File: src/rtl/accel_dma_line_server_pkg.sv
// Shared definitions for the accelerator DMA line server: default widths,
// line geometry and the server state encoding.
package accel_dma_pkg;

  localparam int LINE_W_DEF = 256;
  localparam int MEM_W_DEF  = 32;
  localparam int ADDR_W_DEF = 32;
  localparam int LINE_BYTES = LINE_W_DEF / 8;

  typedef enum logic [1:0] {
    IDLE  = 2'd0,
    FETCH = 2'd1,
    RESP  = 2'd2
  } dma_srv_state_t;

endpackage

File: src/rtl/accel_dma_line_server_if.sv
// Bundle of the DMA line-read port (accelerator side) and the narrow beat
// port (memory side). The slave view is the line server itself; the master
// view is its environment (accelerator plus memory arbiter).
interface accel_dma_line_server_if
  import accel_dma_pkg::*;
#(
  parameter int LINE_W = LINE_W_DEF,
  parameter int MEM_W  = MEM_W_DEF,
  parameter int ADDR_W = ADDR_W_DEF
);

  logic [ADDR_W-1:0] dma_addr;
  logic              dma_re;
  logic              dma_req_ready;
  logic              dma_resp_valid;
  logic [LINE_W-1:0] dma_rdata;
  logic              mem_req_valid;
  logic              mem_req_ready;
  logic [ADDR_W-1:0] mem_addr;
  logic              mem_resp_valid;
  logic [MEM_W-1:0]  mem_rdata;
  logic              proto_err;

  modport slave (
    input  dma_addr, dma_re, mem_req_ready, mem_resp_valid, mem_rdata,
    output dma_req_ready, dma_resp_valid, dma_rdata, mem_req_valid, mem_addr,
           proto_err
  );

  modport master (
    output dma_addr, dma_re, mem_req_ready, mem_resp_valid, mem_rdata,
    input  dma_req_ready, dma_resp_valid, dma_rdata, mem_req_valid, mem_addr,
           proto_err
  );

endinterface

File: src/rtl/accel_dma_line_server.sv
// Memory-side responder for the accelerator's wide DMA read port. One line
// request is accepted at a time, fetched as BEATS sequential narrow beats
// (issue and return may overlap) and returned as a one-cycle wide pulse.
module accel_dma_line_server
  import accel_dma_pkg::*;
#(
  parameter int LINE_W = LINE_W_DEF,
  parameter int MEM_W  = MEM_W_DEF,
  parameter int ADDR_W = ADDR_W_DEF
) (
  input logic                     clk,
  input logic                     reset,
  accel_dma_line_server_if.slave  bus
);

  localparam int BEATS   = LINE_W / MEM_W;
  localparam int IDX_W   = $clog2(BEATS);
  localparam int CNT_W   = IDX_W + 1;
  localparam int L_BYTES = LINE_W / 8;
  localparam int W_BYTES = MEM_W / 8;

  localparam logic [ADDR_W-1:0] BASE_MASK = ~(ADDR_W'(L_BYTES - 1));
  localparam logic [CNT_W-1:0]  BEATS_C   = CNT_W'(BEATS);
  localparam logic [CNT_W-1:0]  LAST_C    = CNT_W'(BEATS - 1);

  dma_srv_state_t    r_state;
  dma_srv_state_t    w_state_nxt;

  logic [ADDR_W-1:0] r_base;
  logic [CNT_W-1:0]  r_iss_cnt;
  logic [CNT_W-1:0]  r_rsp_cnt;
  logic [MEM_W-1:0]  r_line [BEATS];
  logic [LINE_W-1:0] r_rdata;
  logic              r_proto_err;

  logic              w_ready;
  logic              w_resp_valid;
  logic              w_mem_req;
  logic              w_accept;
  logic              w_issue;
  logic              w_beat_ok;
  logic              w_beat_bad;
  logic              w_last_beat;
  logic [IDX_W-1:0]  w_slot;
  logic [LINE_W-1:0] w_line_full;

  // A beat counts only while fetching and while one is actually outstanding;
  // anything else is a protocol violation and is dropped.
  assign w_accept    = (r_state == IDLE) && bus.dma_re;
  assign w_issue     = w_mem_req && bus.mem_req_ready;
  assign w_beat_ok   = bus.mem_resp_valid && (r_state == FETCH) &&
                       (r_rsp_cnt != r_iss_cnt);
  assign w_beat_bad  = bus.mem_resp_valid && !w_beat_ok;
  assign w_last_beat = w_beat_ok && (r_rsp_cnt == LAST_C);
  assign w_slot      = r_rsp_cnt[IDX_W-1:0];

  // Next-state and handshake outputs; ready drops immediately with reset.
  always_comb begin
    w_state_nxt  = r_state;
    w_ready      = 1'b0;
    w_resp_valid = 1'b0;
    w_mem_req    = 1'b0;
    unique case (r_state)
      IDLE: begin
        w_ready = !reset;
        if (bus.dma_re) w_state_nxt = FETCH;
      end
      FETCH: begin
        w_mem_req = (r_iss_cnt < BEATS_C);
        if (w_last_beat) w_state_nxt = RESP;
      end
      RESP: begin
        w_resp_valid = 1'b1;
        w_state_nxt  = IDLE;
      end
      default: w_state_nxt = IDLE;
    endcase
  end

  // Line image including the beat arriving this cycle, so the final beat can
  // be folded straight into the output register.
  always_comb begin
    for (int i = 0; i < BEATS; i++) begin
      w_line_full[i*MEM_W +: MEM_W] = r_line[i];
    end
    if (w_beat_ok) begin
      w_line_full[int'(w_slot)*MEM_W +: MEM_W] = bus.mem_rdata;
    end
  end

  // State register.
  always_ff @(posedge clk) begin
    if (reset) r_state <= IDLE;
    else       r_state <= w_state_nxt;
  end

  // Line base capture and issue/return beat counters.
  always_ff @(posedge clk) begin
    if (reset) begin
      r_base    <= '0;
      r_iss_cnt <= '0;
      r_rsp_cnt <= '0;
    end else if (w_accept) begin
      r_base    <= bus.dma_addr & BASE_MASK;
      r_iss_cnt <= '0;
      r_rsp_cnt <= '0;
    end else begin
      if (w_issue)   r_iss_cnt <= r_iss_cnt + CNT_W'(1);
      if (w_beat_ok) r_rsp_cnt <= r_rsp_cnt + CNT_W'(1);
    end
  end

  // Line assembly: each returned beat lands in the slot given by its order.
  always_ff @(posedge clk) begin
    if (reset) begin
      for (int i = 0; i < BEATS; i++) r_line[i] <= '0;
    end else if (w_beat_ok) begin
      r_line[w_slot] <= bus.mem_rdata;
    end
  end

  // Output line register, loaded with the last beat and held until the next line.
  always_ff @(posedge clk) begin
    if (reset)            r_rdata <= '0;
    else if (w_last_beat) r_rdata <= w_line_full;
  end

  // Sticky protocol error, cleared only by reset.
  always_ff @(posedge clk) begin
    if (reset)           r_proto_err <= 1'b0;
    else if (w_beat_bad) r_proto_err <= 1'b1;
  end

  assign bus.dma_req_ready  = w_ready;
  assign bus.dma_resp_valid = w_resp_valid;
  assign bus.dma_rdata      = r_rdata;
  assign bus.mem_req_valid  = w_mem_req;
  assign bus.mem_addr       = w_mem_req ?
                              (r_base + ADDR_W'(r_iss_cnt) * ADDR_W'(W_BYTES)) :
                              '0;
  assign bus.proto_err      = r_proto_err;

endmodule

File: src/flat_wrapper.sv
// flat-port wrapper written by rule: the top's interface ports become plain ports
module accel_dma_line_server_flat import accel_dma_pkg::*;
#(
  parameter int LINE_W = LINE_W_DEF,
  parameter int MEM_W  = MEM_W_DEF,
  parameter int ADDR_W = ADDR_W_DEF
)
  (clk, reset, bus_dma_addr, bus_dma_re, bus_mem_req_ready, bus_mem_resp_valid, bus_mem_rdata, bus_dma_req_ready, bus_dma_resp_valid, bus_dma_rdata, bus_mem_req_valid, bus_mem_addr, bus_proto_err);
  accel_dma_line_server_if #(.LINE_W(LINE_W), .MEM_W(MEM_W), .ADDR_W(ADDR_W)) bus_i ();
  input logic clk;
  input logic reset;
  input wire logic [$bits(bus_i.dma_addr)-1:0] bus_dma_addr;
  input wire logic [$bits(bus_i.dma_re)-1:0] bus_dma_re;
  input wire logic [$bits(bus_i.mem_req_ready)-1:0] bus_mem_req_ready;
  input wire logic [$bits(bus_i.mem_resp_valid)-1:0] bus_mem_resp_valid;
  input wire logic [$bits(bus_i.mem_rdata)-1:0] bus_mem_rdata;
  output wire logic [$bits(bus_i.dma_req_ready)-1:0] bus_dma_req_ready;
  output wire logic [$bits(bus_i.dma_resp_valid)-1:0] bus_dma_resp_valid;
  output wire logic [$bits(bus_i.dma_rdata)-1:0] bus_dma_rdata;
  output wire logic [$bits(bus_i.mem_req_valid)-1:0] bus_mem_req_valid;
  output wire logic [$bits(bus_i.mem_addr)-1:0] bus_mem_addr;
  output wire logic [$bits(bus_i.proto_err)-1:0] bus_proto_err;
  assign bus_i.dma_addr = bus_dma_addr;
  assign bus_i.dma_re = bus_dma_re;
  assign bus_i.mem_req_ready = bus_mem_req_ready;
  assign bus_i.mem_resp_valid = bus_mem_resp_valid;
  assign bus_i.mem_rdata = bus_mem_rdata;
  assign bus_dma_req_ready = bus_i.dma_req_ready;
  assign bus_dma_resp_valid = bus_i.dma_resp_valid;
  assign bus_dma_rdata = bus_i.dma_rdata;
  assign bus_mem_req_valid = bus_i.mem_req_valid;
  assign bus_mem_addr = bus_i.mem_addr;
  assign bus_proto_err = bus_i.proto_err;
  accel_dma_line_server #(.LINE_W(LINE_W), .MEM_W(MEM_W), .ADDR_W(ADDR_W)) u_core (.clk(clk), .reset(reset), .bus(bus_i));
endmodule
File: config.mk
export PLATFORM = sky130hd
export DESIGN_NAME = accel_dma_line_server_flat
export DESIGN_NICKNAME = d
export VERILOG_FILES = /design/src/rtl/accel_dma_line_server_pkg.sv /design/src/rtl/accel_dma_line_server_if.sv /design/src/rtl/accel_dma_line_server.sv /design/src/flat_wrapper.sv
export SDC_FILE = /design/constraint.sdc
export NUM_CORES = 1
export LEC_CHECK = 0
export BUFFER_PORTS_ARGS = -buffer_cell sky130_fd_sc_hd__buf_4
export CORE_UTILIZATION = 45
export DETAILED_ROUTE_END_ITERATION = 7
export PLACE_DENSITY = 0.69
export SYNTH_ARGS = -nofsm -noshare
export SYNTH_HDL_FRONTEND = slang
export SYNTH_SLANG_ARGS = --single-unit
File: constraint.sdc
create_clock -name clk -period 8.35 [get_ports clk]
set_clock_uncertainty 0.2 [all_clocks]
set_input_delay 0 -clock clk [delete_from_list [all_inputs] [get_ports clk]]
set_output_delay 0 -clock clk [all_outputs]
set_load 0.01 [all_outputs]
---- After elaboration in Yosys (flattened, before gate mapping) ----
Memories as Yosys holds them, arrays and structs flattened.
Index checks and enable logic that the tools add are counted.
storage, ports and cells
  register bits ........................... 294
  RAM bits ................................ 256
  logic and storage cells ................. 49
  memories ................................ 1
operators by class
  add/sub/neg operators ................... 4
  order comparisons ....................... 1
  equal/unequal tests ..................... 6
  shift operators ......................... 2
  multiplexer cells ....................... 17
  reductions and logical operators ........ 12
memory list
  memory         words  width  rd ports  clocked after Yosys merged registers in  wr ports  line                         RTL
  u_core.r_line  8      32     8         0                                        8         accel_dma_line_server.sv:32  logic [MEM_W-1:0] r_line [BEATS];
operators with widths
  cell                                                                        number
  256-bit bitwise mux                                                         1
  256-bit two-way mux                                                         1
  32-bit by 33-bit variable shift with 256-bit output (first input constant)  1
  32-bit by 33-bit variable part select with 256-bit output                   1
  32-bit two-way mux                                                          2
  8-bit negator with 33-bit output                                            1
  32-bit by 6-bit adder with 32-bit output                                    1
  32-bit OR reduction                                                         1
  1-bit two-way mux                                                           9
  4-bit by 1-bit adder with 4-bit output (second input constant)              2
  1-bit logical AND                                                           6
  4-bit by 3-bit equality test with 1-bit output (second input constant)      1
  4-bit < comparator (second input constant)                                  1
  2-bit two-way mux                                                           2
  4-bit inequality test                                                       1
  2-bit case mux with 2 select lines                                          1
  3-bit two-way mux                                                           1
  2-bit by 1-bit equality test with 1-bit output (second input constant)      1
  2-bit equality test (second input constant)                                 1
  1-bit logical NOT                                                           2
  2-bit logical NOT                                                           1
  2-bit by 1-bit inequality test with 1-bit output (second input constant)    1
  2-bit inequality test (second input constant)                               1
  2-bit AND reduction                                                         1
  2-bit OR reduction                                                          1

---- Longest topological paths before layout ----
  depth in word-level cells ............... 8
  gate-level depth with buffers ........... 10
  depth with buffers taken out ............ 7

---- Worst setup path after synthesis ----
No wires, ideal clock.
  path kind ............................... reg2reg
  start ................................... register u_core.r_rsp_cnt[2]
  end ..................................... memory u_core.r_line[7][0] (netlist name), enable pin
  library setup time ...................... 0.428 ns
  arrival ................................. 2.663 ns
  required time ........................... 7.722 ns
  slack ................................... 5.059 ns
  stages on the path, launching flop included .. 6
  period minus slack after synthesis ...... 3.291 ns
  path through ............................ dfxtp_1 > buf_2 > xor2_1 > o41ai_4 > buf_2 > o21bai_1
RTL lines
  element                 line                          RTL
  from (decl)             accel_dma_line_server.sv:31   logic [CNT_W-1:0] r_rsp_cnt;
  from (signal assigned)  accel_dma_line_server.sv:109  if (w_beat_ok) r_rsp_cnt <= r_rsp_cnt + CNT_W'(1);
  to (decl)               accel_dma_line_server.sv:32

---- Final worst setup path ----
  start ................................... register u_core.r_rsp_cnt[0]
  end ..................................... register u_core.r_rdata[217], in the netlist u_core.bus.dma_rdata[217]
between the ends
  cells in the longest elaborated chain, start to end .. 4
  elaborated cells between the ends (all ways) .. 9
RTL lines
  element                                                                                                                           line                          RTL
  8-bit negator with 33-bit output                                                                                                  accel_dma_line_server.sv:87   w_line_full[int'(w_slot)*MEM_W +: MEM_W] = bus.mem_rdata;
  32-bit by 33-bit variable part select with 256-bit output or 32-bit by 33-bit variable shift with 256-bit output (tied branches)  accel_dma_line_server.sv:87
  256-bit bitwise mux                                                                                                               accel_dma_line_server.sv:87
  256-bit two-way mux                                                                                                               accel_dma_line_server.sv:86   if (w_beat_ok) begin
  to (signal assigned)                                                                                                              accel_dma_line_server.sv:125  else if (w_last_beat) r_rdata <= w_line_full;
  to (decl)                                                                                                                         accel_dma_line_server.sv:33   logic [LINE_W-1:0] r_rdata;
Parallel ways exist; a longest one is shown, timed or not.
A chain may end at the register's enable or synchronous reset.

==> results.json <==
{
  "power.switching_mw": 1.370,
  "synth_area_leader_cell": "edfxtp_1",
  "drive_gt1_frac": 0.1880,
  "htree_levels": 2,
  "dp_hpwl_mm": 46.43,
  "cts_buffer_depth": 3,
  "clkPwrFrac": 0.431,
  "clk_pin_slew_ps": 60,
  "intPower_mw": 4.343,
  "n_antenna_cell": 0,
  "grt_pass1_wl_mm": 121.9,
  "fin_util": 0.5558,
  "path_max_fanout": 78,
  "yosysWarnings": 0,
  "fin_crit_ps": 4785,
  "postSynthCellCount": 2343,
  "synth_top_area_share": 0.3204,
  "gp_congestion": 0.8231,
  "ys.flop_type": "dfxtp_1",
  "ys_seq_area_frac": 0.5658,
  "antenna_found_initial": 5,
  "finalSetupViolCount": 0,
  "arrival_ps": 5090,
  "synth-async-reset-ratio": 0,
  "port_buffers": 353,
  "grt-ovfl-total": 0,
  "outcome": "finished clean",
  "finalSetupTns_ps": 0,
  "maxClockFrequency_mhz": 209.0,
  "cts-root-buf": "clkbuf_16",
  "cts_buffers": 57,
  "core_area_sq_um": 52660,
  "grt_pass1_vias": 19365,
  "rsz0062_at_grt": "no",
  "place_inst": 3110,
  "worst_slack_ps": 3565,
  "vias_per_cell": 6.355,
  "ys_types": 48,
  "cts_tree": "yes",
  "clkLatencyLatePin_ps": 610,
  "maxCapViolCount": 0,
  "grtUsageTotal": 0.2956,
  "first_pass_iters": 7,
  "p_leak_nw": 10.10,
  "ys_ff_latch": 550,
  "grt_max_degree": 272,
  "layout.cells.non_filler": 3311,
  "multi_input_area_sq_um": 9174,
  "wirelength_mm": 83.22,
  "fin_nets": 2651,
  "synth.avg_cell_area_sq_um": 10.24,
  "start_util": 0.4556,
  "worstPathRequired_ps": 8650,
  "dieArea_sq_um": 54240,
  "critPathKind": "reg2reg",
  "worst_slew_margin_rel": 0.03718,
  "die_x_microns": 232.9,
  "hold_path.class": "in2reg",
  "power_frac_comb": 0.062,
  "area_growth_pct": 21.99,
  "rows": 84,
  "postRouteAntennaNets": 0,
  "power_mw": 5.713,
  "nFillCells": 4495,
  "powerDensity_nw_per_um2": 195.2,
  "crit_path_end_kind": "register",
  "cts.sinks": 550,
  "critPathLaunchType": "register",
  "die_h_microns": 232.9,
  "worst_pin_slew_ps": 1444,
  "ios": 361,
  "maxSlewViolCount": 0,
  "swShare": 0.2398,
  "pre_cts_slack_ps": 4125,
  "vdd_drop_max_v": 0.0001657,
  "via_count": 21042,
  "finalHoldViolCount": 0,
  "post_drt_wl_per_cell_microns": 25.13,
  "drc": 0,
  "synthTopCellsByArea": "edfxtp_1, dfxtp_1, a311oi_1",
  "cts_setup_buffers": 0,
  "netlist_area_sq_um": 23990,
  "seqPwrFrac": 0.506,
  "ff_latch_area_sq_um": 13570,
  "drt_iter0_drc": 2686,
  "synth_edf_count": 256,
  "post-route-period-util": 0.5730
}
[critical path, stage by stage, from the launching register on]
cell and delay, ps:
dfxtp_1 500, ha_1 230, nand3b_1 200, or2_2 710, nor2_4 1060, buf_4 870, a311oi_1 210, dlygate4sd3_1 640
[stage by stage]
stage          hold WS [ps]  instance area (sq um)
2_1_floorplan        -91.38                  23990
6_report              15.33                  29270
5_1_grt               24.53                  29270
4_1_cts               16.32                  29270
3_3_place_gp          11.74                  26550
3_5_place_dp          14.05                  26550
[cell families after synthesis]
group | after synthesis | share of synthesized area
AOI/OAI and AO/OA | 801 | 0.2098
xor gates and xnor gates | 19 | 0.006936
adders and majority gates | 7 | 0.003651
buffers and inverters | 314 | 0.05575
DFF | 550 | 0.5658
muxes | 2 | 0.0008345
other | 1 | 0.0001563
and+or+nand+nor | 649 | 0.1571
[what timing repair did]
item,CTS,global route
setup endpoints to repair,0,0
gates resized for setup,0,0
hold buffers,94,0
hold endpoints to repair,538,0
[metal layers]
| layer | GRT usage | share of wire |
|---|---|---|
| met5 | 0 | 0 |
| met3 | 0.04718 | 0.092 |
| met2 | 0.4682 | 0.47 |
| met1 | 0.4020 | 0.40 |
| met4 | 0.1215 | 0.042 |
[cell usage in the layout, fill, tap and decap left out, types with 24 or more instances in the layout]
cell,n
a311oi_1,222
a22o_1,25
o21ai_0,244
dfxtp_1,294
edfxtp_1,256
clkbuf_16,59
dlygate4sd3_1,94
nand4_1,90
and2_1,262
clkbuf_1,24
a21oi_1,266
buf_4,380
nand3_1,179
[path summary, 6_finish.rpt]
path	slack (ps)	start	end	cells past startpoint
worst min-delay path	20	bus_mem_resp_valid	u_core.bus.proto_err	4
worst max-delay path	3570	u_core.r_rsp_cnt[0]	u_core.bus.dma_rdata[217]	7
worst min register to register	280	u_core.bus.dma_rdata[14]	u_core.bus.dma_rdata[14]	2
worst max register to register	3570	u_core.r_rsp_cnt[0]	u_core.bus.dma_rdata[217]	7
[cell type report]
type	count	share of cell area
sequential	550	0.4638
inverter	9	0.001154
clock buffer	89	0.05635
tap	688	0.02941
timing repair buffer	477	0.1315
clock inverter	18	0.004361
multi-input combinational	1480	0.3135
[power groups by stage]
stage / clock, mW / sequential, mW / combinational, mW
after floorplan: 0 / 2.94 / 0.179
after global placement: 0 / 2.95 / 0.307
after detailed placement: 0 / 2.95 / 0.313
after CTS: 2.48 / 2.89 / 0.347
after global routing: 2.59 / 2.90 / 0.371
final: 2.47 / 2.89 / 0.356
[sequential cells by signal, indices dropped and copies added, names as in the netlist]
signal / cells
u_core.r_rsp_cnt: 4
u_core.r_iss_cnt: 4
u_core.bus.proto_err: 1
u_core.r_base: 27
u_core.bus.dma_rdata: 256
u_core.r_line: 256
u_core.r_state: 2
[synthesized netlist by cell type (13+ instances only)]
library cell	instances
dfxtp_1	294
a21oi_1	266
and2_1	262
edfxtp_1	256
o21ai_0	244
a311oi_1	222
clkbuf_1	195
nand3_1	179
nand4_1	90
buf_2	83
a22o_1	25
nor2_1	23
nand2_1	20
a211oi_1	14
o21ai_1	14
nor3_1	13
or4_1	13
xor2_1	13
No activity file was read; power rests on OpenSTA's default activity.
